## config.mk

```make
export PLATFORM = sky130hd
export DESIGN_NAME = univ_shift_counter
export DESIGN_NICKNAME = d
export VERILOG_FILES = /design/src/rtl/univ_shift_counter.sv
export SDC_FILE = /design/constraint.sdc
export NUM_CORES = 1
export LEC_CHECK = 0
export BUFFER_PORTS_ARGS = -buffer_cell sky130_fd_sc_hd__buf_2
export CAP_MARGIN = 5
export CORE_MARGIN = 1.5
export CORE_UTILIZATION = 30
export CTS_CLUSTER_DIAMETER = 120
export DETAILED_ROUTE_END_ITERATION = 16
export PLACE_DENSITY = 0.56
export SLEW_MARGIN = 20
export SYNTH_ARGS = -nofsm -noshare
export SYNTH_HDL_FRONTEND = slang
export SYNTH_SLANG_ARGS = --single-unit
```

## constraint.sdc

```tcl
create_clock -name clk -period 1.86 [get_ports clk]
set_clock_uncertainty 0.05 [all_clocks]
set_input_delay 0.372 -clock clk [delete_from_list [all_inputs] [get_ports clk]]
set_output_delay 0.372 -clock clk [all_outputs]
set_load 0.005 [all_outputs]
```

## src/rtl/univ_shift_counter.sv

```systemverilog
// Universal register: clear, parallel load, up/down count (wrap or saturate) and
// multi-cycle 1-bit-per-edge shifting in serial, rotate or arithmetic mode.
module univ_shift_counter #(
    parameter int WIDTH = 8,
    parameter int SAT   = 0,
    localparam int SW   = $clog2(WIDTH)
) (
    input  logic             clk,
    input  logic             rst,
    input  logic             cl,
    input  logic             ld,
    input  logic             inc,
    input  logic             dec,
    input  logic             sr,
    input  logic             sl,
    input  logic [WIDTH-1:0] in,
    input  logic             ir,
    input  logic             il,
    input  logic [1:0]       smode,
    input  logic [SW-1:0]    shamt,
    output logic [WIDTH-1:0] out,
    output logic             carry,
    output logic             zero,
    output logic             busy,
    output logic             done
);

    typedef enum logic [1:0] {
        MODE_SERIAL     = 2'b00,
        MODE_ROTATE     = 2'b01,
        MODE_ARITH      = 2'b10,
        MODE_SERIAL_ALT = 2'b11
    } shift_mode_e;

    typedef struct packed {
        logic             bit_out;
        logic [WIDTH-1:0] value;
    } shift_res_t;

    logic [WIDTH-1:0] out_q,       out_d;
    logic             carry_q,     carry_d;
    logic [SW-1:0]    remaining_q, remaining_d;
    logic             right_q,     right_d;
    shift_mode_e      mode_q,      mode_d;
    logic             done_q,      done_d;

    logic             all_ones;
    logic             is_zero;
    logic             shifting;
    logic             accept;
    shift_mode_e      new_mode;
    shift_res_t       step_res;
    shift_res_t       start_res;

    // One 1-bit shift; serial fills use the ir/il value present on this edge.
    function automatic shift_res_t shift_one(
        input logic [WIDTH-1:0] v,
        input logic             right,
        input shift_mode_e      mode,
        input logic             ser_r,
        input logic             ser_l
    );
        shift_res_t r;
        logic       fill;
        fill = 1'b0;
        if (right) begin
            case (mode)
                MODE_ROTATE: fill = v[0];
                MODE_ARITH:  fill = v[WIDTH-1];
                default:     fill = ser_r;
            endcase
            r.value   = {fill, v[WIDTH-1:1]};
            r.bit_out = v[0];
        end else begin
            case (mode)
                MODE_ROTATE: fill = v[WIDTH-1];
                MODE_ARITH:  fill = 1'b0;
                default:     fill = ser_l;
            endcase
            r.value   = {v[WIDTH-2:0], fill};
            r.bit_out = v[WIDTH-1];
        end
        return r;
    endfunction

    assign all_ones = &out_q;
    assign is_zero  = (out_q == '0);
    assign shifting = (remaining_q != '0);
    assign accept   = (sr || sl) && (shamt != '0);
    assign new_mode = shift_mode_e'(smode);

    // In-flight shifts use the latched mode/direction; a new shift uses the live ones.
    assign step_res  = shift_one(out_q, right_q, mode_q, ir, il);
    assign start_res = shift_one(out_q, sr, new_mode, ir, il);

    // NOTE: every variable gets a default first so no path leaves it unassigned (no latch).
    always_comb begin
        out_d       = out_q;
        carry_d     = carry_q;
        remaining_d = remaining_q;
        right_d     = right_q;
        mode_d      = mode_q;
        done_d      = 1'b0;

        if (cl) begin
            out_d       = '0;
            carry_d     = 1'b0;
            remaining_d = '0;
        end else if (shifting) begin
            out_d       = step_res.value;
            carry_d     = step_res.bit_out;
            remaining_d = remaining_q - SW'(1);
            done_d      = (remaining_q == SW'(1));
        end else if (ld) begin
            out_d   = in;
            carry_d = 1'b0;
        end else if (inc) begin
            if (SAT != 0 && all_ones) begin
                carry_d = 1'b1;
            end else begin
                out_d   = out_q + WIDTH'(1);
                carry_d = all_ones;
            end
        end else if (dec) begin
            if (SAT != 0 && is_zero) begin
                carry_d = 1'b1;
            end else begin
                out_d   = out_q - WIDTH'(1);
                carry_d = is_zero;
            end
        end else if (accept) begin
            out_d       = start_res.value;
            carry_d     = start_res.bit_out;
            right_d     = sr;
            mode_d      = new_mode;
            remaining_d = shamt - SW'(1);
            done_d      = (shamt == SW'(1));
        end
    end

    // NOTE: sequential state uses non-blocking assignments so all registers update together.
    always_ff @(posedge clk) begin
        if (rst) begin
            out_q       <= '0;
            carry_q     <= 1'b0;
            remaining_q <= '0;
            right_q     <= 1'b0;
            mode_q      <= MODE_SERIAL;
            done_q      <= 1'b0;
        end else begin
            out_q       <= out_d;
            carry_q     <= carry_d;
            remaining_q <= remaining_d;
            right_q     <= right_d;
            mode_q      <= mode_d;
            done_q      <= done_d;
        end
    end

    assign out   = out_q;
    assign carry = carry_q;
    assign zero  = is_zero;
    assign busy  = shifting;
    assign done  = done_q;

endmodule
```

==> metrics.md <==
| Metric | Value |
|---|---|
| Type of origin of the critical path | `flop` |
| CP Max Fanout | `2` |
| Sequential element share of the synthesized area | `0.192` |
| Worst Path Required | `approximately 1.4 ns` |
| Tmin final | `between 2 and 2.5 ns` |
| Site Rows | `26` |
| CTS H-Tree Depth | `1` |
| GRT overflow | `0` |
| Die Y | `roughly 78 um` |
| Worst Max-Slew Pin Slew | `0.311 ns` |
| Most frequent cells in the layout | `35 x buf_4, 34 x buf_2, 23 x nor2_1` |
| RSZ-0062 raised after global routing | `true` |
| Hold-fix buffers, CTS | `0` |
| Slew margin rel. | `0.787` |
| Nets | `320` |
| Post-route cell area | `0.00221 sq mm` |
| Initial DRT Pass Iterations | `4` |
| Vias per cell | `about 5.2` |
| Reg clk slew, reported paths | `roughly 0.080 ns` |
| Fin worst setup slack | `-0.156 ns` |
| Total number of vias | `around 1800` |
| Hold Path Depth | `2` |
| Maxcap violations | `0` |
| Worst Min Path Start | `rst` |
| Hold WS | `0.275 ns` |
| EDFF count, synth | `0` |
| Root Driver | `clkbuf_8` |
| Non-Filler Instances | `353` |
| Async SR Flop Fraction | `0` |
| Syn Nets | `about 270` |
| FF-to-FF Start | `out[4]$_SDFFE_PP0P_` |
| # setup viols final | `1` |
| Outcome | `finished with violations` |
| Iteration-0 DRC Markers | `131` |
| Clk Latency, worst-skew pair | `between 0.2 and 0.3 ns` |
| Crit path arrival time | `1.59 ns` |
| CTS tree | `built` |
| Setup crit end kind | `output pin` |
| Max Freq | `about 0.5 GHz` |
| Clk buf depth | `2` |
| Static Leakage | `a little under 1 nW` |
| DRT Wirelength | `between 5000 and 6000 um` |
| Post-DP Area | `0.00209 sq mm` |
| Die Width | `between 70 and 80 um` |
| R2R Setup Slk | `0.04 ns` |
| Core area | `0.00524 sq mm` |
| Top FF cell, synth | `dfxtp_1` |
| Global-route usage over all layers | `0.184` |
| First-pass GRT wire length | `between 8000 and 9000 um` |
| Period utilization | `1.08` |
| I/O pins | `35` |
| Post-Synthesis Cells | `229` |
| Fin. Hold Viols | `0` |
| Wire length per cell | `14.9 um` |
| Largest net degree at the start of global routing | `15` |
| Mapped cell area | `between 0.0015 and 0.002 sq mm` |
| Failing checks | `setup timing` |
| Peak supply drop | `0.197 mV` |
| Post-Place Worst Slack | `-0.0974 ns` |
| # diodes | `0` |
| Post-Place Cells | `346` |
| Initial antenna violation count | `0` |
| Port Buffer Count | `34` |
| ANT nets after route | `0` |
| Yosys cell types | `44` |
| Setup CP Type | `flop to output pin` |
| Die area | `approximately 0.006 sq mm` |
| Avg Inst Size Synth | `approximately 7.3 sq um` |
| Layout area overhead | `32.5%` |
| Clk sinks | `16` |
| Vias in the first global route | `between 1500 and 2000` |
| Detail Placement HPWL | `slightly below 4000 um` |
| Warnings from Yosys | `0` |
| CTS Buf Count | `3` |
| Hold WC Path Type | `primary input to flop` |
| Layout cells sized above 1 | `0.336` |
| Starting Density | `0.318` |
| Worst Hold Endpoint | `right_q$_SDFFE_PP0P_` |
| Total power | `around 0.0013 W` |
| Reg2reg end | `out[7]$_SDFFE_PP0P_` |
| R2R depth | `6` |
| Pwr dens | `between 500 and 600 mW/mm^2` |
| Most common cell after layout, fill and taps aside | `buf_4` |
| Drt drc | `0` |
| Final Slew Violations | `0` |
| Gpl congestion | `0.844` |
| Register bit total from synthesis | `16` |
## worst max-delay path, stage by stage (launching register included)
cell	delay, ns
dfxtp_1	0.32
or4_4	0.56
nor4b_4	0.29
buf_2	0.16
## per-stage QoR
stage | setup TNS (ns) | utilization
2_1_floorplan | 0 | -
6_report | -0.156 | 0.421
3_5_place_dp | -0.409 | 0.398
4_1_cts | -0.191 | 0.415
3_3_place_gp | -0.190 | 0.398
5_1_grt | -0.227 | 0.421
## report_power, final
group          internal (W)  switching (W)
Sequential         0.000362      0.0000222
Clock              0.000189       0.000150
Combinational      0.000262       0.000273
Total              0.000813       0.000445
## routing by layer
layer,routed length [um],track usage,vias up
met5,0,0,-
met4,70,0.0545,0
met2,2280,0.283,60
met3,375,0.0388,7
met1,2520,0.256,838
li1,-,-,934
## how the worst max path moves through the flow
stage	end	slack [ns]	cells past startpoint	startpoint
after floorplan	right_q$_SDFFE_PP0P_	0.02	7	remaining_q[0]$_SDFFE_PP0P_
after global placement	remaining_q[0]$_SDFFE_PP0P_	-0.06	9	shamt[0]
after detailed placement	remaining_q[0]$_SDFFE_PP0P_	-0.1	9	shamt[0]
after CTS	zero	-0.19	3	out[5]$_SDFFE_PP0P_
after global routing	zero	-0.20	3	out[4]$_SDFFE_PP0P_
final	zero	-0.16	3	out[4]$_SDFFE_PP0P_
## synth_stat cells (3+ instances only)
master / instances / area share
a211oi_1: 6 / 0.027
a31oi_1: 12 / 0.045
ha_1: 13 / 0.098
dfxtp_1: 16 / 0.19
inv_1: 16 / 0.036
o211ai_1: 3 / 0.014
or3_1: 5 / 0.019
a21oi_1: 12 / 0.036
buf_1: 3 / 0.0068
nand2_1: 15 / 0.034
mux2_2: 4 / 0.027
nor2_1: 24 / 0.054
nor3b_1: 3 / 0.014
clkbuf_1: 14 / 0.032
mux2i_1: 13 / 0.078
nor2b_1: 6 / 0.023
nand3_1: 8 / 0.024
o21ai_0: 20 / 0.060
## registers in the layout (all words and copies together) (netlist names)
signal,cells
carry,1
done,1
mode_q,2
out,8
remaining_q,3
right_q,1
## what timing repair did
item                       in CTS  in global routing
gates resized for setup         7                  9
buffers inserted                2                  1
pin swaps                       5                  4
setup endpoints to repair       2                 12
## kinds of logic (layout without fill, tap and decap cells)
group,after synthesis,in the layout,synth area share
compound gates,71,71,0.271
simple gates,70,70,0.216
buf+inv,37,91,0.0894
mux,18,18,0.112
flops,16,16,0.192
fa+ha+maj,13,13,0.0977
xor+xnor,4,4,0.0210
## layout make-up
class	count	area, sq um
Timing Repair Buffer	70	444
Fill cell	543	3030
Tap cell	70	87.6
Sequential cell	16	328
Clock buffer	4	55.1
Multi-Input combinational cell	176	1230
Inverter	17	63.8
No activity file was read; power rests on OpenSTA's default activity.
